**src/rtl/uart_pkg.sv**
```systemverilog
// Shared definitions for the UART transmit path: data width, default baud divisor, FSM encoding.
package uart_pkg;

  localparam int unsigned UART_DATA_W  = 8;
  localparam int unsigned BAUD_DIV_DEF = 216;

  typedef enum logic [1:0] {
    IDLE  = 2'd0,
    START = 2'd1,
    DATA  = 2'd2,
    STOP  = 2'd3
  } tx_state_e;

endpackage

```
**src/rtl/sync_fifo.sv**
```systemverilog
// Synchronous FIFO with registered read data and registered flags that trail the pointers by one cycle.
module sync_fifo #(
  parameter int unsigned DATA_W = 8,
  parameter int unsigned AW     = 4
) (
  input  logic              sys_clk,
  input  logic              sys_rst_n,
  input  logic              wr_en,
  input  logic [DATA_W-1:0] din,
  input  logic              rd_en,
  output logic [DATA_W-1:0] dout,
  output logic              full,
  output logic              empty,
  output logic [AW:0]       level,
  output logic              ovf
);

  localparam int unsigned DEPTH = 1 << AW;

  logic [DATA_W-1:0] mem [DEPTH];
  logic [AW-1:0]     wr_ptr;
  logic [AW-1:0]     rd_ptr;
  logic [AW:0]       count;
  logic              push;
  logic              pop;

  // Acceptance uses the live count, so back-to-back writes can never overrun storage.
  assign push = wr_en && (count != (AW+1)'(DEPTH));
  assign pop  = rd_en && (count != '0);

  // dout always shows the head entry one cycle later, in step with the trailing flags.
  // Consumers must not pop again in the cycle right after a pop.
  always_ff @(posedge sys_clk) begin
    if (push) mem[wr_ptr] <= din;
    dout <= mem[rd_ptr];
  end

  always_ff @(posedge sys_clk or negedge sys_rst_n) begin
    if (!sys_rst_n) begin
      wr_ptr <= '0;
      rd_ptr <= '0;
      count  <= '0;
      level  <= '0;
      full   <= 1'b0;
      empty  <= 1'b1;
      ovf    <= 1'b0;
    end else begin
      if (push) wr_ptr <= wr_ptr + AW'(1);
      if (pop)  rd_ptr <= rd_ptr + AW'(1);
      case ({push, pop})
        2'b10:   count <= count + (AW+1)'(1);
        2'b01:   count <= count - (AW+1)'(1);
        default: count <= count;
      endcase
      level <= count;
      full  <= (count == (AW+1)'(DEPTH));
      empty <= (count == '0);
      if (wr_en && !push) ovf <= 1'b1;
    end
  end

endmodule

```
**src/rtl/uart_tx_fifo.sv**
```systemverilog
// Buffered 8N1 UART transmitter: bytes queue in a FIFO and are serialized back-to-back on tx.
module uart_tx_fifo
  import uart_pkg::*;
#(
  parameter int unsigned BAUD_DIV  = BAUD_DIV_DEF,
  parameter int unsigned CNT_WIDTH = 8,
  parameter int unsigned FIFO_AW   = 4
) (
  input  logic                   sys_clk,
  input  logic                   sys_rst_n,
  input  logic                   wr_en,
  input  logic [UART_DATA_W-1:0] wr_dat,
  output logic                   full,
  output logic                   empty,
  output logic [FIFO_AW:0]       level,
  output logic                   ovf,
  output logic                   busy,
  output logic                   tx_done,
  output logic                   tx
);

  tx_state_e              state;
  logic [CNT_WIDTH-1:0]   baud_cnt;
  logic [2:0]             bit_idx;
  logic [UART_DATA_W-1:0] sh;
  logic [UART_DATA_W-1:0] fifo_dout;
  logic                   pop;
  logic                   bit_end;

  assign pop     = (state == IDLE) && !empty;
  assign bit_end = (baud_cnt == CNT_WIDTH'(BAUD_DIV - 1));

  sync_fifo #(
    .DATA_W (UART_DATA_W),
    .AW     (FIFO_AW)
  ) u_fifo (
    .sys_clk   (sys_clk),
    .sys_rst_n (sys_rst_n),
    .wr_en     (wr_en),
    .din       (wr_dat),
    .rd_en     (pop),
    .dout      (fifo_dout),
    .full      (full),
    .empty     (empty),
    .level     (level),
    .ovf       (ovf)
  );

  // Serializer: tx, busy and tx_done are registered alongside the state.
  always_ff @(posedge sys_clk or negedge sys_rst_n) begin
    if (!sys_rst_n) begin
      state    <= IDLE;
      baud_cnt <= '0;
      bit_idx  <= '0;
      sh       <= '0;
      tx       <= 1'b1;
      busy     <= 1'b0;
      tx_done  <= 1'b0;
    end else begin
      tx_done <= 1'b0;
      case (state)
        IDLE: begin
          tx   <= 1'b1;
          busy <= 1'b0;
          if (!empty) begin
            sh       <= fifo_dout;
            baud_cnt <= '0;
            tx       <= 1'b0;
            busy     <= 1'b1;
            state    <= START;
          end
        end
        START: begin
          if (bit_end) begin
            baud_cnt <= '0;
            bit_idx  <= '0;
            tx       <= sh[0];
            state    <= DATA;
          end else begin
            baud_cnt <= baud_cnt + CNT_WIDTH'(1);
          end
        end
        DATA: begin
          if (bit_end) begin
            baud_cnt <= '0;
            if (bit_idx == 3'd7) begin
              tx    <= 1'b1;
              state <= STOP;
            end else begin
              bit_idx <= bit_idx + 3'd1;
              tx      <= sh[bit_idx + 3'd1];
            end
          end else begin
            baud_cnt <= baud_cnt + CNT_WIDTH'(1);
          end
        end
        STOP: begin
          // Raised one count early so the pulse lands in the final stop-bit cycle.
          if (baud_cnt == CNT_WIDTH'(BAUD_DIV - 2)) tx_done <= 1'b1;
          if (bit_end) begin
            baud_cnt <= '0;
            busy     <= 1'b0;
            state    <= IDLE;
          end else begin
            baud_cnt <= baud_cnt + CNT_WIDTH'(1);
          end
        end
        default: state <= IDLE;
      endcase
    end
  end

endmodule

```
**config.mk**
```make
export PLATFORM = sky130hd
export DESIGN_NAME = uart_tx_fifo
export DESIGN_NICKNAME = d
export VERILOG_FILES = /design/src/rtl/uart_pkg.sv /design/src/rtl/sync_fifo.sv /design/src/rtl/uart_tx_fifo.sv
export SDC_FILE = /design/constraint.sdc
export NUM_CORES = 1
export LEC_CHECK = 0
export BUFFER_PORTS_ARGS = -buffer_cell sky130_fd_sc_hd__buf_2
export CAP_MARGIN = 10
export CORE_MARGIN = 2
export CORE_UTILIZATION = 61
export CTS_CLUSTER_SIZE = 20
export DETAILED_ROUTE_END_ITERATION = 8
export GPL_TIMING_DRIVEN = 0
export PLACE_DENSITY = 0.78
export SETUP_SLACK_MARGIN = 0.5
export SLEW_MARGIN = 30
export SYNTH_ARGS = -nofsm -noshare
export SYNTH_HDL_FRONTEND = slang
export SYNTH_SLANG_ARGS = --single-unit
```
**constraint.sdc**
```tcl
create_clock -name sys_clk -period 9.2 [get_ports sys_clk]
set_input_delay 2.76 -clock sys_clk [delete_from_list [all_inputs] [get_ports sys_clk]]
set_output_delay 2.76 -clock sys_clk [all_outputs]
set_load 0.1 [all_outputs]
```
Word-level counts from Yosys, hierarchy flattened
Memory sizes are Yosys's and may differ from the RTL's. A register that Yosys moved wholly into a read port is not among the register bits.
Cells that the tools add are included.
Cells by class
  bitwise logic cells: 1
  reduce and logical (&&, ||, !) cells: 19
  $lt $le $gt $ge: 1
  muxes and demuxes: 28
  add/sub/neg operators: 6
  equality and inequality tests: 16
Operators with widths (number)
  $eq A8 B8 Y1 const B: 2
  $mux W8: 2
  $pmux W8 S2: 1
  $ne A2 B2 Y1 const B: 6
  $mux W1: 11
  $mux W2: 5
  $pmux W5 S2: 1
  $mux W3: 3
  $add A4 B1 Y4 const B: 2
  $add A8 B1 Y8 const B: 1
  $pmux W2 S4: 1
  $eq A2 B2 Y1 const B: 3
  $pmux W3 S2: 1
  $reduce_bool A2 Y1: 3
  $add A5 B1 Y5 const B: 1
  $eq A5 B5 Y1 const B: 1
  $logic_not A5 Y1: 1
  $ne A5 B5 Y1 const B: 1
  $reduce_and A5 Y1: 1
  $reduce_bool A5 Y1: 1
  $sub A5 B1 Y5 const B: 1
  $eq A2 B1 Y1 const B: 2
  $logic_and A1 B1 Y1: 4
  $lt A3 B4 Y1 const B: 1
  other kinds (13): 15
Word-level totals
  memory bits (writable): 128
  output and inout port bits: 11
  logic and storage cells: 86
  flip-flop bits (word level): 45
  memories kept: 1
  input port bits: 11
Memories
  u_fifo.mem: words 16, bits a word 8, read ports 1, clocked after memory_dff 1, write ports 1, RTL line sync_fifo.sv:20  | logic [DATA_W-1:0] mem [DEPTH];

Depth between registers and ports, before layout
Gate-level depths: netlist (run 1).
  word-level depth: 6
  gate-level depth with buffers: 13
  gate-level depth less buffers: 12

Cells and area by module
Synthesis (run 1) repeated with hierarchy kept, for this count alone.
Unflattened totals
  cells, all modules: 466
  area, all modules: 7482.2 um2
By module, submodules not included
  sync_fifo: cells an instance 349, seq. area each 4530.6 um2, instances 1, area each 6148.4 um2
  uart_tx_fifo: cells an instance 117, seq. area each 601.8 um2, instances 1, area each 1333.8 um2

Least setup slack after synthesis (run 1)
Ideal clock, no wire load.
  path type: input -> register
  from: input wr_en
  to: register u_fifo.count[4]
  setup slack: 4411 ps
  data required time: 9077 ps
  data arrival time: 4665 ps
  path buffers: 1
  cell stages on the path: 10
  setup time: 123 ps
  cells stage by stage: and2_1 clkbuf_1 inv_1 ha_1 ha_1 nor2b_1 o21ai_0 a21oi_1 or3b_2 xnor2_1
On the way
  cells in the longest elaborated chain, start to end: 3
  elaborated cells between the ends (all ways): 5
  classes of those cells: 2 x eq/ne; 1 x mux; 2 x reduce/logical
RTL lines
  start: declaration: RTL line uart_tx_fifo.sv:11  | input logic wr_en,
  $logic_and A1 B1 Y1 (*): RTL line sync_fifo.sv:28  | assign push = wr_en && (count != (AW+1)'(DEPTH));
  $eq A2 B1 Y1 or $eq A2 B2 Y1 (tied branches): RTL line sync_fifo.sv:50  | case ({push, pop})
  $pmux W5 S2 or $reduce_bool A2 Y1 (tied branches)
  end signal: assignment: RTL line sync_fifo.sv:51  | 2'b10: count <= count + (AW+1)'(1);
  end signal: assignment: RTL line sync_fifo.sv:52  | 2'b01: count <= count - (AW+1)'(1);
  end signal: assignment: RTL line sync_fifo.sv:53  | default: count <= count;
  end: declaration: RTL line sync_fifo.sv:23  | logic [AW:0] count;
Mark *: on every way between the ends. The rest lies on a longest branch, timed or not.
A chain may end at the register's enable or synchronous reset.

Worst setup path in the final report (run 1)
Same ends and word-level chain as after synthesis.

==> flow_metrics.tcl, run 1 <==
set metrics [dict create \
    gp_congestion 0.775 \
    ir_worst_vdd_mv 0.156 \
    root_buffer "clkbuf_16" \
    syn2layout_area_growth_pct 11.3 \
    syn-num-nets 428 \
    drt-total-wl_um 13000 \
    required_ns 9.51 \
    clk_latency_ns 0.43 \
    path_clk_slew_ns 0.06 \
    tightestPinTransition_ns 0.809 \
    synth.area.mux_share 0.163 \
    die_y_um 114 \
    hpwlAfterDp_um 8750 \
    synth_xor_area_frac 0.0154 \
    dieArea_sq_um 13000 \
    grt_max_degree 46 \
    grt_pass1_wl_um 20500 \
    fmax_ghz 0.216 \
    postCtsSetupRepairBufs 0 \
    synth_fa_ha_area_frac 0.0332 \
    clockPowerShare 0.331 \
    firstDrtPassIters 4 \
    clock_tree.buffer_depth 2 \
    yosysWarnings 0 \
    finalHoldWorstSlack_ns 0.439 \
    regArea_sq_um 5130 \
    vias 3651 \
    seq_area_frac_synth 0.694 \
    end_kind "flop" \
    synth_area_per_cell_sq_um 18.6 \
    cp.arrival_ns 4.94 \
    synthTopCellsByCount "edfxtp_1, dfrtp_1, mux4_1" \
    fin_skew_ns 0.00836 \
    start_util 0.621 \
    yosys.area_share.simple 0.0470 \
    cp_max_fo 9 \
    first_global_vias 3668 \
    tns_ns 0 \
    drt_iter0_drc 297 \
    powerDensity_nw_per_um2 238 \
    setup_ws_ns 4.57 \
    path_class "input pin to flop" \
    yosys.area.top_type "edfxtp_1" \
    min_path_type "flop to flop" \
    netlist_instances 398 \
    dp_slack_ns 4.14 \
    core-area_sq_um 11900 \
    synth-seq-cells 181 \
    drc_errors 0 \
    grt_overflow_total 0 \
    slew_headroom 0.457 \
    fin_crit_ns 4.63 \
    synth.area.top_cells "edfxtp_1, dfrtp_1, mux4_1" \
    async_flop_share 0.249 \
    maxSlewViolCount 0 \
    ios 22 \
    cts_buffers 17 \
    synthFlopType "edfxtp_1" \
    synth-edff-count 128 \
    drtAntennaViolNets 0 \
    cts_hold_buf 0 \
    combPwrFrac 0.155 \
    htree_levels 4 \
    cts_tree "yes" \
    syn_area_sq_um 7390 \
    leakage_nw 3.00 \
    die_w_um 114 \
    synth_cell_types 44 \
    drt-wirelength-per-cell_um 21.8 \
    num_rows 40 \
    setup_viol 0 \
    p_int_mw 1.41 \
    crit_path_start_kind "input pin" \
    swShare 0.279 \
    p_sw_mw 0.547 \
    synth_top_family_by_area "multiplexers" \
    cts_num_sinks 181 \
    nets 468 \
    drv_cap 0 \
    rsz0062_at_grt "no" \
    drive_gt1_frac 0.188 \
    io_buffers 21 \
    synth_compound_gate_area_share 0.0286 \
    netlist.area_leader.share 0.520 \
    hold_viol 0 \
    yosysMostFrequentCell "edfxtp_1" \
    p_seq_frac 0.515 \
    grt_use_total 0.222 \
    ctsResizeCount 0 \
    fillers 752 \
    multi_input_area_sq_um 2140 \
    status "finished, final reports clean" \
    antenna_found_initial 0 \
    routed_via_density 6.11 \
    antenna_cells_inserted 0 \
    period_share 0.504 \
]
## cell families after synthesis
group / count (synthesis)
DFF: 181
and+or+nand+nor: 71
buffers and inverters: 28
xor gates and xnor gates: 13
adders and majority gates: 19
muxes: 55
AOI/OAI and AO/OA: 31
## placed cells by master (no fill, tap or decap), types with 13 or more instances in the layout
master / n
mux4_1: 30
dfrtp_1: 43
buf_2: 20
inv_1: 13
clkbuf_16: 17
edfxtp_1: 128
ha_1: 18
clkbuf_1: 14
nand2_1: 21
nor2_1: 18
## sequential cells by signal (all words and copies together) (netlist names), 3 cells and up
name and count:
u_fifo.count 5, u_fifo.level 5, u_fifo.mem 128, baud_cnt 8, bit_idx 3, u_fifo.wr_ptr 4, u_fifo.rd_ptr 4, u_fifo.dout 8
sh 8
## worst max-delay path: stages
cell and delay [ns]:
buf_2 0.08, and2_1 0.11, clkbuf_1 0.30, inv_1 0.09, ha_1 0.24, ha_1 0.33, nor2b_1 0.14, o21ai_0 0.20
a21oi_1 0.10, or3b_2 0.45, xnor2_1 0.13
## area by class of cell
type | count | share of cell area
sequential | 181 | 0.623
multi-input combinational | 189 | 0.260
clock buffer | 27 | 0.0608
tap | 147 | 0.0223
timing repair buffer | 21 | 0.0131
buffer | 15 | 0.0109
inverter | 13 | 0.00593
clock inverter | 5 | 0.00319
## power by group through the flow
stage	registers, mW	logic, mW	clock network, mW
2_1_floorplan	1.13	0.116	0
3_5_place_dp	1.02	0.305	0
3_3_place_gp	1.02	0.291	0
6_report	1.01	0.302	0.647
5_1_grt	1.02	0.325	0.686
4_1_cts	1.01	0.307	0.657
## per-stage QoR
stage	total power [mW]	area, sq um	std cells	util
6_report	1.96	8230	598	0.691
5_1_grt	2.03	8230	598	0.691
4_1_cts	1.97	8230	598	0.691
3_5_place_dp	1.33	7700	566	0.647
3_3_place_gp	1.31	7680	566	0.645
2_1_floorplan	1.24	7390	398	-
## layer usage
layer | up-vias | GRT usage | wire length, um
li1 | 1657 | - | -
met1 | 1893 | 0.282 | 5450
met2 | 85 | 0.383 | 6900
met3 | 16 | 0.0397 | 513
met4 | 0 | 0.0951 | 181
met5 | - | 0 | 0
## worst paths after layout
kind	startpoint	endpoint	depth (start not counted)	slack [ns]
min in group asynchronous	sys_rst_n	u_fifo.wr_ptr[1]	1	2.33
max reg2reg	state[0]	u_fifo.count[4]	12	5.79
max	wr_en	u_fifo.count[4]	11	4.57
min	u_fifo.count[3]	u_fifo.level[3]	0	0.44
max in group asynchronous	sys_rst_n	sh[6]	1	6.49
min reg2reg	u_fifo.count[3]	u_fifo.level[3]	0	0.44
No activity file was read; power rests on OpenSTA's default activity.
==> run 2: changes to the inputs <==
--- a/config.mk
+++ b/config.mk
@@ -5,6 +5,7 @@
 export SDC_FILE = /design/constraint.sdc
 export NUM_CORES = 1
 export LEC_CHECK = 0
+export ABC_AREA = 1
 export BUFFER_PORTS_ARGS = -buffer_cell sky130_fd_sc_hd__buf_2
 export CAP_MARGIN = 10
 export CORE_MARGIN = 2
==> constraint.sdc (replaced) <==
create_clock -name sys_clk -period 4.4 [get_ports sys_clk]
set_input_delay 1.32 -clock sys_clk [delete_from_list [all_inputs] [get_ports sys_clk]]
set_output_delay 1.32 -clock sys_clk [all_outputs]
set_load 0.1 [all_outputs]
==> flow_metrics.tcl, run 2 <==
set metrics [dict create \
    routed_via_density 5.64 \
    fin_crit_ns 2.82 \
    multi_input_area_sq_um 2160 \
    path_class "flop to output pin" \
    gp_congestion 0.909 \
    fin_skew_ns 0.00900 \
    yosysWarnings 0 \
    drt-total-wl_um 17500 \
    final_cells 930 \
    min_path_type "flop to flop" \
    crit_buf_inv 1 \
    rrSetupSlack_ns 1.63 \
    hold_viol 0 \
    setup_viol 0 \
    hpwlAfterDp_um 11900 \
    mostFrequentLayoutCell "nor2_1" \
    dp.cells 898 \
    synthFlopType "edfxtp_1" \
    reg2reg_depth 17 \
    yosys.area_share.simple 0.176 \
    cts_tree "yes" \
    cts_buffers 17 \
    grt_max_degree 29 \
    seq_area_frac_synth 0.669 \
    first_global_vias 5118 \
    worstPathCellList "buf_2" \
    slew_headroom 0.419 \
    cpMaxStageDelayCell "dfstp_2" \
    place_area_sq_um 8010 \
    vias 5243 \
    final_cell_area_sq_um 8570 \
    final_cell_mix "nor2_1, edfxtp_1, nand2_1" \
    p_seq_frac 0.504 \
    combPwrFrac 0.150 \
    cp_max_fo 4 \
    drt-wirelength-per-cell_um 18.9 \
    drtAntennaViolNets 0 \
    r2r-end "u_fifo.count[4]" \
    ios 22 \
    synth_xor_area_frac 0.0126 \
    powerDensity_nw_per_um2 489 \
    cts_hold_buf 0 \
    cts_num_sinks 181 \
    yosysMostFrequentCell "nor2_1" \
    clock_tree.buffer_depth 2 \
    crit_path_start_kind "flop" \
    cpPeakStageDelay_ns 0.61 \
    ir_worst_vdd_mv 0.384 \
    rsz0062_at_grt "no" \
    io_buffers 21 \
    tightestPinTransition_ns 0.868 \
    clockPowerShare 0.346 \
    syn_area_sq_um 7670 \
    path_clk_slew_ns 0.07 \
    cp.arrival_ns 1.50 \
    core-area_sq_um 12200 \
    worst_hold_path.num_cells 0 \
    synth.area.mux_share 0 \
    yosys.area.top_type "edfxtp_1" \
    largest_register "u_fifo.mem" \
    synth_top_family_by_area "simple AND/OR/NAND/NOR gates" \
    r2r_start "state[0]" \
    maxSlewViolCount 0 \
    nets 779 \
    largest_reg_flops 128 \
    syn-num-nets 738 \
    synth_area_per_cell_sq_um 10.8 \
    period_share 0.641 \
    synthTopCellsByCount "nor2_1, edfxtp_1, nand2_1" \
    swShare 0.309 \
    grt_overflow_total 0 \
    drv_cap 0 \
    htree_levels 4 \
    grt_use_total 0.281 \
    setup_ws_ns 1.58 \
    total_power_mw 4.19 \
    drive_gt1_frac 0.121 \
    leakage_nw 3.47 \
    fmax_ghz 0.355 \
    async_flop_share 0.249 \
    min_from "u_fifo.count[2]" \
    min_to "u_fifo.level[2]" \
    start_util 0.631 \
    synth_compound_gate_area_share 0.0613 \
    synth.area.top_cells "edfxtp_1, dfrtp_1, nor2_1" \
    dieArea_sq_um 13500 \
    syn2layout_area_growth_pct 11.7 \
    drt_iter0_drc 582 \
    antenna_found_initial 0 \
    p_sw_mw 1.29 \
    num_rows 40 \
    postCtsSetupRepairBufs 0 \
    firstDrtPassIters 5 \
    dp_slack_ns 1.41 \
    antenna_cells_inserted 0 \
    status "finished, final reports clean" \
    synth_fa_ha_area_frac 0.0320 \
    die_y_um 116 \
    required_ns 3.08 \
    clk_latency_ns 0.44 \
    synth-seq-cells 181 \
    grt_pass1_wl_um 27300 \
    netlist.area_leader.share 0.501 \
    cp_top_family "flip-flops" \
    tns_ns 0 \
    die_w_um 116 \
    p_int_mw 2.89 \
    netlist_instances 708 \
    synth_cell_types 35 \
    root_buffer "clkbuf_16" \
    end_kind "output pin" \
    fillers 890 \
    ctsResizeCount 0 \
    drc_errors 0 \
    regArea_sq_um 5130 \
    synth-edff-count 128 \
]
[run 2: cell types whose count changed after synthesis, sizes merged, moves of 4 or more]
| cell | before | now |
|---|---|---|
| a22o | 5 | 0 |
| and2 | 5 | 0 |
| buf | 6 | 21 |
| clkbuf | 9 | 4 |
| inv | 13 | 50 |
| mux2 | 12 | 0 |
| mux4 | 42 | 0 |
| nand2 | 21 | 93 |
| nand3 | 3 | 64 |
| nor2 | 18 | 163 |
| nor3 | 6 | 2 |
| o21ai | 10 | 86 |
| xnor2 | 8 | 2 |
| xor2 | 5 | 9 |
[run 2: per-layer routing]
layer  part of all wire  track usage
met4              0.011       0.0778
met2               0.49        0.450
met5                  0            0
met1               0.44        0.394
met3              0.068       0.0633
[run 2: kinds of logic (layout without fill, tap and decap cells)]
kind of cell | after synthesis | count (layout)
xor+xnor | 11 | 11
fa+ha+maj | 19 | 19
simple gates | 328 | 328
buf+inv | 77 | 131
flops | 181 | 181
compound gates | 92 | 92
[run 2: layout make-up]
cell class / count / share of cell area
inverters: 52 / 0.0228
plain buffers: 25 / 0.0210
well taps: 168 / 0.0245
clock buffers: 17 / 0.0497
clock inverters: 15 / 0.0159
multi-input cells: 450 / 0.252
flip-flops and latches: 181 / 0.599
repair buffers: 22 / 0.0146
[run 2: per-stage QoR]
stage | hold slack (ns) | util
2_1_floorplan | 0.380 | -
3_3_place_gp | 0.396 | 0.657
3_5_place_dp | 0.412 | 0.658
4_1_cts | 0.429 | 0.704
5_1_grt | 0.444 | 0.704
6_report | 0.430 | 0.704
[run 2: power groups by stage]
stage	Sequential [mW]	Combinational [mW]	Clock, mW
floorplan	2.35	0.239	0
global placement	2.13	0.602	0
detailed placement	2.14	0.626	0
CTS	2.11	0.628	1.45
global route	2.13	0.675	1.52
finish	2.11	0.629	1.45
[run 2: worst max path at each step]
| stage | to | start | depth (start not counted) |
|---|---|---|---|
| 4_1_cts | empty | u_fifo.empty | 1 |
| 2_1_floorplan | u_fifo.count[4] | wr_en | 12 |
| 6_report | empty | u_fifo.empty | 1 |
| 3_3_place_gp | u_fifo.mem[13][6] | wr_en | 5 |
| 3_5_place_dp | u_fifo.count[4] | wr_en | 13 |
| 5_1_grt | u_fifo.count[4] | state[1] | 17 |
